`src/rtl/wb_port_arbiter.sv`:
```
// Register-file write-port arbiter: the pipeline write-back stage has priority and
// long-latency results wait in a small in-order buffer that drains on idle cycles.
module wb_port_arbiter #(
    parameter int XLEN       = 64,
    parameter int BUF_DEPTH  = 2,
    parameter int STARVE_MAX = 8,
    localparam int CW        = $clog2(BUF_DEPTH + 1)
) (
    input  logic            clk,
    input  logic            reset,
    input  logic            pipe_we,
    input  logic [4:0]      pipe_rd,
    input  logic [XLEN-1:0] pipe_data,
    input  logic            lu_valid,
    input  logic [4:0]      lu_rd,
    input  logic [XLEN-1:0] lu_data,
    output logic            lu_ready,
    output logic            pipe_stall,
    output logic            rf_we,
    output logic [4:0]      rf_waddr,
    output logic [XLEN-1:0] rf_wdata,
    output logic [31:0]     pend_mask,
    output logic [CW-1:0]   buf_count
);
    localparam int PW = (BUF_DEPTH > 1) ? $clog2(BUF_DEPTH) : 1;
    localparam int SW = $clog2(STARVE_MAX + 1);

    logic [4:0]           rd_mem   [BUF_DEPTH];
    logic [XLEN-1:0]      data_mem [BUF_DEPTH];
    logic [BUF_DEPTH-1:0] valid_q, valid_d;
    logic [PW-1:0]        head_q, head_d;
    logic [PW-1:0]        tail_q, tail_d;
    logic [CW-1:0]        count_q, count_d;
    logic [SW-1:0]        starve_q, starve_d;
    logic                 rf_we_q, rf_we_d;
    logic [4:0]           rf_waddr_q, rf_waddr_d;
    logic [XLEN-1:0]      rf_wdata_q, rf_wdata_d;

    logic full, nonempty, pipe_req, push, pop;
    logic [4:0]      head_rd;
    logic [XLEN-1:0] head_data;
    logic [31:0]     slot_mask [BUF_DEPTH];

    function automatic logic [PW-1:0] next_ptr(input logic [PW-1:0] p);
        return (p == PW'(BUF_DEPTH - 1)) ? '0 : p + 1'b1;
    endfunction

    assign full       = (count_q == CW'(BUF_DEPTH));
    assign nonempty   = (count_q != '0);
    assign lu_ready   = !full;
    assign pipe_stall = full || (nonempty && starve_q == SW'(STARVE_MAX));
    // A stalled pipeline is holding its write; it is taken once the stall drops.
    assign pipe_req   = pipe_we && (pipe_rd != 5'd0) && !pipe_stall;
    assign push       = lu_valid && lu_ready;
    assign pop        = !pipe_req && nonempty;
    assign head_rd    = rd_mem[head_q];
    assign head_data  = data_mem[head_q];

    generate
        for (genvar gi = 0; gi < BUF_DEPTH; gi++) begin : g_slot
            assign slot_mask[gi] = valid_q[gi] ? (32'd1 << rd_mem[gi]) : 32'd0;
        end
    endgenerate

    always_comb begin
        pend_mask = 32'd0;
        for (int i = 0; i < BUF_DEPTH; i++) begin
            pend_mask = pend_mask | slot_mask[i];
        end
        pend_mask[0] = 1'b0;
    end

    always_comb begin
        valid_d    = valid_q;
        head_d     = head_q;
        tail_d     = tail_q;
        starve_d   = starve_q;
        rf_we_d    = 1'b0;
        rf_waddr_d = rf_waddr_q;
        rf_wdata_d = rf_wdata_q;

        if (pop) begin
            valid_d[head_q] = 1'b0;
            head_d          = next_ptr(head_q);
        end
        if (push) begin
            valid_d[tail_q] = 1'b1;
            tail_d          = next_ptr(tail_q);
        end
        count_d = count_q + CW'(push) - CW'(pop);

        if (pipe_req) begin
            rf_we_d    = 1'b1;
            rf_waddr_d = pipe_rd;
            rf_wdata_d = pipe_data;
        end else if (pop) begin
            // x0 entries still drain through the port, just without a write.
            rf_we_d    = (head_rd != 5'd0);
            rf_waddr_d = head_rd;
            rf_wdata_d = head_data;
        end

        if (pop || !nonempty) begin
            starve_d = '0;
        end else if (pipe_req && starve_q != SW'(STARVE_MAX)) begin
            starve_d = starve_q + 1'b1;
        end
    end

    always_ff @(posedge clk) begin
        if (reset) begin
            valid_q    <= '0;
            head_q     <= '0;
            tail_q     <= '0;
            count_q    <= '0;
            starve_q   <= '0;
            rf_we_q    <= 1'b0;
            rf_waddr_q <= 5'd0;
            rf_wdata_q <= '0;
        end else begin
            valid_q    <= valid_d;
            head_q     <= head_d;
            tail_q     <= tail_d;
            count_q    <= count_d;
            starve_q   <= starve_d;
            rf_we_q    <= rf_we_d;
            rf_waddr_q <= rf_waddr_d;
            rf_wdata_q <= rf_wdata_d;
        end
    end

    always_ff @(posedge clk) begin
        if (push) begin
            rd_mem[tail_q]   <= lu_rd;
            data_mem[tail_q] <= lu_data;
        end
    end

    assign rf_we     = rf_we_q;
    assign rf_waddr  = rf_waddr_q;
    assign rf_wdata  = rf_wdata_q;
    assign buf_count = count_q;
endmodule

```
`config.mk`:
```
export PLATFORM = sky130hd
export DESIGN_NAME = wb_port_arbiter
export DESIGN_NICKNAME = d
export VERILOG_FILES = /design/src/rtl/wb_port_arbiter.sv
export SDC_FILE = /design/constraint.sdc
export NUM_CORES = 1
export LEC_CHECK = 0
export CORE_MARGIN = 5
export CORE_UTILIZATION = 47
export DETAILED_ROUTE_END_ITERATION = 10
export PLACE_DENSITY = 0.91
export SLEW_MARGIN = 30
export SYNTH_ARGS = -nofsm -noshare
export SYNTH_HDL_FRONTEND = slang
export SYNTH_SLANG_ARGS = --single-unit
```
`constraint.sdc`:
```
create_clock -name clk -period 3.4 [get_ports clk]
set_clock_uncertainty 0.1 [all_clocks]
set_input_delay 0.68 -clock clk [delete_from_list [all_inputs] [get_ports clk]]
set_output_delay 0.68 -clock clk [all_outputs]
set_load 0.05 [all_outputs]
```
==> flow_summary.ini <==
[clock_network]
cts_clock_pin_slew_for_the_worst_setup_and_hold_paths_ps = 60
cts_max_path_buffers = 3
clk_latency_ps = 490
cts-root-buf = clkbuf_16
cts.sink_count = 219
cts_htree_levels = 1
cts_made_buffers = 22
post-cts-setup-buffers = 0
tritoncts = done

[status]
run_status = finished clean

[cells_and_area]
drive_above_1_share_pct = 8.545
final_design_area_no_fill_sq_um = 12020
register_area_sq_um = 5769
layout.nets = 996
mostFrequentLayoutCells = 236 x clkdlybuf4s50_1, 138 x edfxtp_1, 80 x dfxtp_1
area_occupied_by_multi_input_gates_sq_um = 2536
utilization_pct = 67.14
post_layout_nonfiller_instances = 1095
syn_to_final_growth_pct = 41.12
layout.filler_cells = 1236
antenna_cells_inserted = 0
layout_commonest_cell = clkdlybuf4s50_1

[floorplan]
floorplan.die_area_sq_um = 20910
die_height_microns = 144.6
num_io_pins = 248
initial_utilization_pct = 47.57
core_area_sq_um = 17900
die_span_in_x_microns = 144.6
num_rows = 49

[grt]
grt_antenna_before_repair = 1
grt_overflow_total = 0
grt_usage_pct = 20.93
number_of_global_route_vias_before_repair = 6481
largest_net_degree_at_the_start_of_global_routing = 70
grt_first_pass_wirelength_microns = 34590

[route]
first_pass_iteration_count_of_the_detailed_router = 5
route.final.wire_length_microns = 22720
drt_drc_violations_left = 0
routed_via_density = 5.824
drt-initial-drc-count = 385
vias = 6377
number_of_routed_nets_with_antenna_violations = 0
wire_length_per_cell_after_detailed_routing_microns = 20.75

[power_and_ir_drop]
power.static_leakage_nw = 4.191
power.density_nw_per_um2 = 809.5
max-vdd-ir-drop_mv = 0.5692

[logic_synthesis]
yosysTopAreaCellShare_pct = 48.66
synth-edff-count = 138
synth_top_cell_by_area = edfxtp_1
yosys_most_used_dff = edfxtp_1
synthesis.nets = 761
yosysUniqueCellTypes = 45
yosys_warnings = 0
syn-instance-count = 616
largest_cells_by_area_after_synthesis = edfxtp_1 49%, dfxtp_1 19%, mux2i_1 8.1%, a32oi_1 5.5%, o21ai_0 3.2%
average_instance_area_after_synthesis_sq_um = 13.83
synth-seq-cells = 219
synth.yosys.seq_area_share_pct = 67.70
synth.cell_area_sq_um = 8517
share_of_synthesized_registers_carrying_an_async_set_or_reset_pct = 0

[sta]
slew_headroom_pct = 49.66
worstMarginPinSlew_ps = 755.1
holdWs_ps = 365.5
fin_crit_ps = 3372
hold_viol = 0
timing.final.max_slew_violations = 0
final_min_period_over_clock_period_pct = 99.18
max_freq_mhz = 296.5
final-setup-viol-count = 0

[setup_path]
worstPathMaxFanout = 7
critical_path_required_ps = 2620
regToRegEndpoint = rf_waddr[4]$_SDFFE_PP0P_
startpoint_of_the_worst_register_to_register_path = starve_q[0]$_SDFFE_PP0P_
timing.setup.critical_path_class = reg -> out
startpoint = rd_mem[1][4]$_DFFE_PP_
worst_setup_path_start_kind = register
cp_data_arrival_time_ps = 2590
timing.reg2reg.setup_slack_ps = 1140
r2r_cells = 7
worst_setup_path_endpoint = pend_mask[6]
worst_setup_path_end_kind = primary output

[flow_run]
maxCapViolCount = 0

[placement]
dpl.hpwl_microns = 15220
postPlaceCellArea_sq_um = 11220
port_buffers = 246
numPlacedInstances = 1056
gp_congestion = 1.053

[min_path]
hold_class = reg -> reg
## state kept, by name, indices dropped and copies added (netlist names), named ones only
name       cells
data_mem     128
rf_we          1
starve_q       4
tail_q         1
valid_q        2
head_q         1
rf_waddr       5
rf_wdata      64
buf_count      2
rd_mem        10
## stage by stage
step,setup slack [ps],power [W],setup TNS (ps)
after floorplan,44.97,0.005994,0
after global placement,291.9,0.007152,0
after detailed placement,259.1,0.007244,0
after CTS,8.894,0.009796,0
after global routing,-21.73,0.01015,-35.79
final,27.75,0.009729,0
## cells in the mapped netlist, types with 5 or more instances
library cell and instances:
nor2b_1 5, edfxtp_1 138, inv_1 6, nand3_1 25
nor2_1 8, nand2_1 30, o22ai_1 31, a32oi_1 53
clkbuf_1 37, mux2i_1 69, nor3_1 5, o21ai_0 54
buf_2 6, o221ai_1 7, nand3b_1 6, o221ai_2 9
dfxtp_1 81, a21oi_1 6
## power by group
group	internal [W]	switching, W
clock	0.00155	0.000968
combinational	0.00121	0.00221
sequential	0.00344	0.000354
total	0.00620	0.00353
## cells by family (layout without fill, tap and decap cells)
kind of cell	Yosys count	after routing	share of synthesized area, %
adders and majority gates	3	3	0.4408
AOI/OAI and AO/OA	168	168	14.51
xor gates and xnor gates	4	4	0.4114
buffers and inverters	55	305	2.821
and+or+nand+nor	96	96	5.832
DFF	219	219	67.70
other	1	1	0.04403
muxes	70	70	8.241
## repair_timing
action,4_1_cts,5_1_grt
endpoints found under the hold margin,0,0
hold buffers,0,0
endpoints found under the setup margin,0,10
gates resized for setup,0,10
## final cells by class
type | count | share of cell area [%]
Clock buffer | 31 | 5.372
Clock inverter | 8 | 1.041
Inverter | 6 | 0.2186
Multi-Input combinational cell | 342 | 21.10
Sequential cell | 219 | 48.00
Tap cell | 229 | 2.384
Timing Repair Buffer | 260 | 21.88
## layer usage
layer | vias up | GRT usage, % | share of wire [%]
met5 | - | 0 | 0.088
met3 | 56 | 5.952 | 9.7
met2 | 345 | 36.28 | 51
li1 | 2910 | - | -
met4 | 2 | 6.824 | 2.5
met1 | 3064 | 25.23 | 37
## worst max-delay path, stage by stage (launching register included)
cell and delay, ps:
edfxtp_1 450, or3b_2 610, o22ai_1 200, clkdlybuf4s50_1 840
## how the worst min path moves through the flow
| stage | slack (ps) | cells past startpoint | start | to |
|---|---|---|---|---|
| 4_1_cts | 370 | 2 | tail_q$_SDFFE_PP0P_ | tail_q$_SDFFE_PP0P_ |
| 3_3_place_gp | 350 | 2 | rf_wdata[52]$_SDFFE_PP0P_ | rf_wdata[52]$_SDFFE_PP0P_ |
| 3_5_place_dp | 360 | 2 | rf_wdata[52]$_SDFFE_PP0P_ | rf_wdata[52]$_SDFFE_PP0P_ |
| 5_1_grt | 390 | 2 | rf_wdata[18]$_SDFFE_PP0P_ | rf_wdata[18]$_SDFFE_PP0P_ |
| 6_report | 370 | 2 | rf_wdata[61]$_SDFFE_PP0P_ | rf_wdata[61]$_SDFFE_PP0P_ |
| 2_1_floorplan | 340 | 2 | tail_q$_SDFFE_PP0P_ | tail_q$_SDFFE_PP0P_ |
No activity file was read; power rests on OpenSTA's default activity.
